==> config.mk <==
export PLATFORM = sky130hd
export DESIGN_NAME = fp_mac_sched
export DESIGN_NICKNAME = d
export VERILOG_FILES = /design/src/rtl/fp_mac_sched.sv
export SDC_FILE = /design/constraint.sdc
export NUM_CORES = 1
export LEC_CHECK = 0
export BUFFER_PORTS_ARGS = -buffer_cell sky130_fd_sc_hd__clkbuf_2
export CAP_MARGIN = 15
export CORE_AREA = 2 2 137 139
export DETAILED_ROUTE_END_ITERATION = 8
export DIE_AREA = 0 0 139 141
export GPL_TIMING_DRIVEN = 0
export PLACE_DENSITY = 0.88
export SLEW_MARGIN = 20
export SYNTH_ARGS = -nofsm -noshare
export SYNTH_HDL_FRONTEND = slang
export SYNTH_SLANG_ARGS = --single-unit
export TNS_END_PERCENT = 1
==> constraint.sdc <==
create_clock -name clock -period 2.64 [get_ports clock]
set_input_delay 0.264 -clock clock [delete_from_list [all_inputs] [get_ports clock]]
set_output_delay 0.264 -clock clock [all_outputs]
set_load 0.02 [all_outputs]
==> src/rtl/fp_mac_sched.sv <==
// Two-requester scheduler for a fixed-latency FP multiply-accumulate datapath; one accumulator per requester.
// Issue is one cycle after accept, retire strobe LAT+1 cycles after issue; a requester is blocked while its op is in flight.
module fp_mac_sched #(
  parameter int LAT = 8
) (
  input  logic        clock,
  input  logic        reset,
  input  logic [1:0]  req_valid,
  output logic [1:0]  req_ready,
  input  logic [63:0] req_a,
  input  logic [63:0] req_b,
  input  logic [1:0]  clr,
  output logic        mac_issue,
  output logic [31:0] mac_a,
  output logic [31:0] mac_b,
  output logic [31:0] mac_c,
  input  logic [31:0] mac_res,
  output logic        res_valid,
  output logic        res_id,
  output logic [31:0] res_data,
  output logic        busy
);

  logic [31:0]    r_acc [2];
  logic [1:0]     r_inflight;
  logic           r_last;
  logic           r_mac_issue;
  logic           r_mac_id;
  logic [31:0]    r_mac_a;
  logic [31:0]    r_mac_b;
  logic [31:0]    r_mac_c;
  logic [LAT-1:0] r_sr_vld;
  logic [LAT-1:0] r_sr_id;
  logic           r_res_valid;
  logic           r_res_id;
  logic [31:0]    r_res_data;

  logic [1:0]     w_elig;
  logic [1:0]     w_grant;
  logic           w_gid;
  logic           w_due;
  logic           w_due_id;
  logic [1:0]     w_ret;

  always_comb begin
    w_elig     = req_valid & ~r_inflight & ~clr;
    // On a tie, r_last names the requester served most recently, so the other one wins.
    w_grant[0] = w_elig[0] & (~w_elig[1] | r_last);
    w_grant[1] = w_elig[1] & (~w_elig[0] | ~r_last);
    w_gid      = w_grant[1];
    w_due      = r_sr_vld[LAT-1];
    w_due_id   = r_sr_id[LAT-1];
    w_ret      = {w_due & w_due_id, w_due & ~w_due_id};
  end

  always_ff @(posedge clock) begin
    if (reset) begin
      for (int i = 0; i < 2; i++) r_acc[i] <= '0;
      r_inflight  <= '0;
      r_last      <= 1'b1;
      r_mac_issue <= 1'b0;
      r_mac_id    <= 1'b0;
      r_mac_a     <= '0;
      r_mac_b     <= '0;
      r_mac_c     <= '0;
      r_sr_vld    <= '0;
      r_sr_id     <= '0;
      r_res_valid <= 1'b0;
      r_res_id    <= 1'b0;
      r_res_data  <= '0;
    end else begin
      r_mac_issue <= |w_grant;
      if (|w_grant) begin
        r_mac_id <= w_gid;
        r_mac_a  <= w_gid ? req_a[63:32] : req_a[31:0];
        r_mac_b  <= w_gid ? req_b[63:32] : req_b[31:0];
        r_mac_c  <= r_acc[w_gid];
        r_last   <= w_gid;
      end
      // Stage 0 loads from the issue register, so the tail lines up with the result cycle.
      r_sr_vld    <= {r_sr_vld[LAT-2:0], r_mac_issue};
      r_sr_id     <= {r_sr_id[LAT-2:0], r_mac_id};
      r_inflight  <= (r_inflight & ~w_ret) | w_grant;
      r_res_valid <= w_due;
      if (w_due) begin
        r_res_id   <= w_due_id;
        r_res_data <= mac_res;
      end
      for (int i = 0; i < 2; i++) begin
        if (clr[i])        r_acc[i] <= '0;
        else if (w_ret[i]) r_acc[i] <= mac_res;
      end
    end
  end

  assign req_ready = w_grant;
  assign mac_issue = r_mac_issue;
  assign mac_a     = r_mac_a;
  assign mac_b     = r_mac_b;
  assign mac_c     = r_mac_c;
  assign res_valid = r_res_valid;
  assign res_id    = r_res_id;
  assign res_data  = r_res_data;
  assign busy      = |r_inflight;

endmodule

# After elaboration in Yosys (flattened, before gate mapping)
# Memories as Yosys holds them, arrays and structs flattened. A register that Yosys moved wholly into a read port is not among the register bits.
# Index checks and enable logic that the tools add are counted.
totals:
  reg_bits: 119
  ram_bits: 64
  inputBits: 166
  wordCells: 57
  n_memories: 1
memory_table:
  columns: ["memory", "depth", "word_bits", "rd", "rd_clocked_by_memory_dff", "write_ports", "line", "text"]
  rows:
  - ["r_acc", 2, 32, 1, 1, 2, "24", "logic [31:0] r_acc [2];"]
classes:
  n_mux: 22
  bitwise: 21
  reduce_logical: 2
op_table:
  columns: ["cell", "count"]
  rows:
  - ["$mux W32", 6]
  - ["$mux W1", 16]
  - ["$and A2 B2 Y2", 3]
  - ["$not A2 Y2", 3]
  - ["$or A1 B1 Y1", 6]
  - ["$and A1 B1 Y1", 4]
  - ["$not A1 Y1", 4]
  - ["$reduce_or A2 Y1", 2]
  - ["$or A2 B2 Y2", 1]

# Depth between registers and ports, before layout
logic_depth:
  depth_word: 7
  depth_mapped: 7
  ltp_nobuf: 3

# Least setup slack after synthesis
# Ideal clock, no wire load.
synth_timing:
  path_type: "input -> register"
  start: "in reset"
  end: "mem r_acc[1][0] (enable)"
  arrival_ps: 1580
  setup_slack_ps: 670
  path_stages: 4
  cell_sequence: "clkbuf_1 -> clkbuf_1 -> nor2_1 -> nand2_1"
synth_lines:
  columns: ["item", "line", "text"]
  rows:
  - ["start: declaration", "7", "input logic reset,"]
  - ["end: declaration", "24", null]

# Final worst setup path
layout_timing:
  start: "reg r_inflight[1]"
  end: "out req_ready[1]"
layout_between:
  elab_chain_cells: 4
layout_rtl:
  columns: ["item", "line", "text"]
  rows:
  - ["start: declaration", "25", "logic [1:0] r_inflight;"]
  - ["start signal: assignment", "83", "r_inflight <= (r_inflight & ~w_ret) | w_grant;"]
  - ["$not A2 Y2", "46", "w_elig = req_valid & ~r_inflight & ~clr;"]
  - ["$and A2 B2 Y2 (2 in a row)", "46", null]
  - ["$and A1 B1 Y1", "49", "w_grant[1] = w_elig[1] & (~w_elig[0] | ~r_last);"]
  - ["end: declaration", "9", "output logic [1:0] req_ready,"]
# No other way between the ends.

==> impl_metrics.py <==
metrics = {
    "sta": {
        "maxSlewViolCount": 0,
        "max_clock_freq_ghz": 0.388,
        "layout_setup_ws_ns": 0.0633,
        "finClkSkew_ns": 0.00752,
        "finalSetupTns_ns": 0,
        "post-route-period-util": 0.976,
        "relSlewSlack": 0.410,
        "tightest_slew_ns": 0.878,
        "setup_viol": 0,
        "hold_violations": 0,
        "fin_crit_ns": 2.58,
    },
    "die": {
        "rows": 50,
        "start_util": 0.485,
        "core_area_um2": 18300,
        "die_y_um": 141,
        "die_w_um": 139,
        "ioPinCount": 300,
        "dieArea_um2": 19600,
    },
    "clock_network": {
        "clockRootBuffer": "clkbuf_16",
        "cts_buffer_depth": 3,
        "cts_hold_buf": 0,
        "cts_sinks": 215,
        "clkLatencyLatePin_ns": 0.50,
        "cts_buffers": 23,
        "post_cts_buffers": 0,
        "cts_tree": "done",
        "clkTransAtPathRegs_ns": 0.07,
        "h-tree-depth": 1,
    },
    "finish": {
        "drive_gt1_frac": 0.327,
        "fill_cells": 1520,
        "register_area_um2": 4940,
        "layout_commonest_cell": "clkbuf_2",
        "area_growth_pct": 28.9,
        "layoutNonFillerInstCount": 1452,
        "diodes": 0,
        "nets": 1368,
        "multi_input_area_um2": 3420,
        "most-common-layout-cells": "305 x clkbuf_2, 151 x dfxtp_1, 98 x nor3_1",
    },
    "placement": {
        "placedCellCount": 1411,
        "io_buffers": 299,
        "dp_hpwl_um": 19500,
        "pre_cts_ws_ns": 0.201,
        "place.gp.congestion": 0.886,
    },
    "flow_run": {
        "maxCapViolCount": 0,
    },
    "power_and_ir_drop": {
        "p_leak_nw": 4.69,
        "p_per_area_nw_per_um2": 709,
        "ir_worst_vdd_mv": 0.536,
    },
    "critical_path": {
        "crit_fanout": 10,
        "arrival_ns": 2.31,
        "worstReg2RegEnd": "r_acc[1][26]",
        "slowest_delay_ns": 0.38,
        "slowest_stage": "nor3b_2",
        "crit_chain": "nor3b_2 > clkbuf_4 > buf_2 > nand2_1 > inv_1 > buf_4 > clkbuf_2",
        "critPathKind": "reg2out",
        "r2r_cells": 5,
        "reg2reg_setup_slack_ns": 0.39,
        "rr_startpoint": "r_sr_vld[7]",
        "cp-end-kind": "output port",
        "cp-start-kind": "register",
        "critical_path_required_ns": 2.38,
    },
    "detailed_routing": {
        "viasPerCell": 5.81,
        "routedWlPerCell_um": 19.1,
        "drcViolationCount": 0,
        "postRouteAntennaNets": 0,
        "drt-initial-drc-count": 539,
        "via_count": 8430,
        "wl_um": 27800,
        "first_pass_iters": 5,
    },
    "synthesis": {
        "synthFlopType": "dfxtp_1",
        "synth_seq_cells": 215,
        "ys_types": 30,
        "yosys-top-cells-area": "dfxtp_1 34%, edfxtp_1 22%, a311oi_1 9.5%",
        "synth_area_um2": 8870,
        "ys_warn_count": 0,
        "synth_edf_count": 64,
        "async_flop_share": 0,
        "syn_nets": 1044,
        "synth_area_per_cell_um2": 10.1,
        "yosys.area.top_type": "dfxtp_1",
        "synthCells": 878,
        "ys_seq_area_frac": 0.558,
        "synth.top_cell.area_share": 0.341,
    },
    "global_route": {
        "grt_overflow_total": 0,
        "grt_pass1_wl_um": 42300,
        "antenna_found_initial": 1,
        "grt_max_degree": 33,
        "grt_pass1_vias": 8090,
        "grt_usage": 0.266,
    },
    "hold_path": {
        "min-delay-start": "mac_res[20]",
        "holdPathEnd": "res_data[20]",
        "holdPathStages": 3,
        "holdCritPathClass": "in2reg",
    },
    "status": {
        "status": "finished clean",
    },
}
## sequential cells by signal, summed over array words and instances (netlist names)
| name | flops |
|---|---|
| mac_b | 32 |
| r_acc | 64 |
| r_last | 1 |
| r_sr_id | 8 |
| mac_c | 32 |
| res_data | 32 |
| r_inflight | 2 |
| mac_a | 32 |
| r_mac_id | 1 |
| res_valid | 1 |
| res_id | 1 |
| r_sr_vld | 8 |
| mac_issue | 1 |
## area by class of cell
type / count / share of cell area
Sequential cell: 215 / 0.432
Clock inverter: 16 / 0.0147
Timing Repair Buffer: 299 / 0.131
Multi-Input combinational cell: 558 / 0.299
Tap cell: 234 / 0.0256
Buffer: 103 / 0.0449
Inverter: 2 / 0.000657
Clock buffer: 25 / 0.0519
## worst max-delay path by stage
stage                  start            to  slack (ns)  cells after the start
2_1_floorplan          reset   r_acc[1][0]        0.67                      4
3_3_place_gp           reset  r_acc[1][20]       -0.23                      5
3_5_place_dp           reset  r_acc[0][18]        0.20                      5
4_1_cts        r_inflight[1]  req_ready[1]        0.06                      7
5_1_grt        r_inflight[1]  req_ready[1]       -0.03                      7
6_report       r_inflight[1]  req_ready[1]        0.06                      7
## logic make-up (layout without fill, tap and decap cells)
logic type      Yosys count  count (layout)  synth area share
simple gates            329             329             0.197
flops                   215             215             0.558
compound gates          197             197             0.152
buf+inv                 105             445            0.0579
mux                      32              32            0.0361
## worst max-delay path, delay by kind of cell (launching register included)
| family | cells | cell delay [ns] |
|---|---|---|
| buf+inv | 5 | 0.92 |
| simple gates | 2 | 0.52 |
| flops | 1 | 0.35 |
## cells in the mapped netlist, types with 7 or more instances
cell / number
buf_6: 7
nand3_1: 96
mux2i_1: 32
dfxtp_1: 151
a311oi_1: 96
clkbuf_1: 46
nor2b_1: 18
nor2_1: 35
edfxtp_1: 64
and2_1: 64
buf_2: 35
nor3_1: 98
o21ai_0: 95
## metal layers
metal,GRT usage,part of all wire,vias up
li1,-,-,3911
met4,0.108,0.037,2
met1,0.325,0.39,4008
met2,0.461,0.49,428
met5,0,0.00047,-
met3,0.0557,0.088,81
## where the power goes
part           switching (mW)  internal, mW
combinational           0.760         0.425
sequential             0.0979          3.59
clock                    1.38          1.85
total                    2.24          5.86
## what timing repair did
action                                  CTS  global route
endpoints found under the setup margin    0             2
gates resized for setup                   0             4
hold endpoints to repair                  0             0
## through the flow
stage,instance area [um2],utilization,power (mW),hold WS [ns]
2_1_floorplan,8870,-,4.43,0.411
3_3_place_gp,10700,0.583,4.89,0.421
3_5_place_dp,10700,0.584,4.92,0.428
4_1_cts,11400,0.625,8.12,0.0140
5_1_grt,11400,0.626,8.37,0.0268
6_report,11400,0.626,8.11,0.0224
Note: power is estimated with default switching activity, not from simulation.
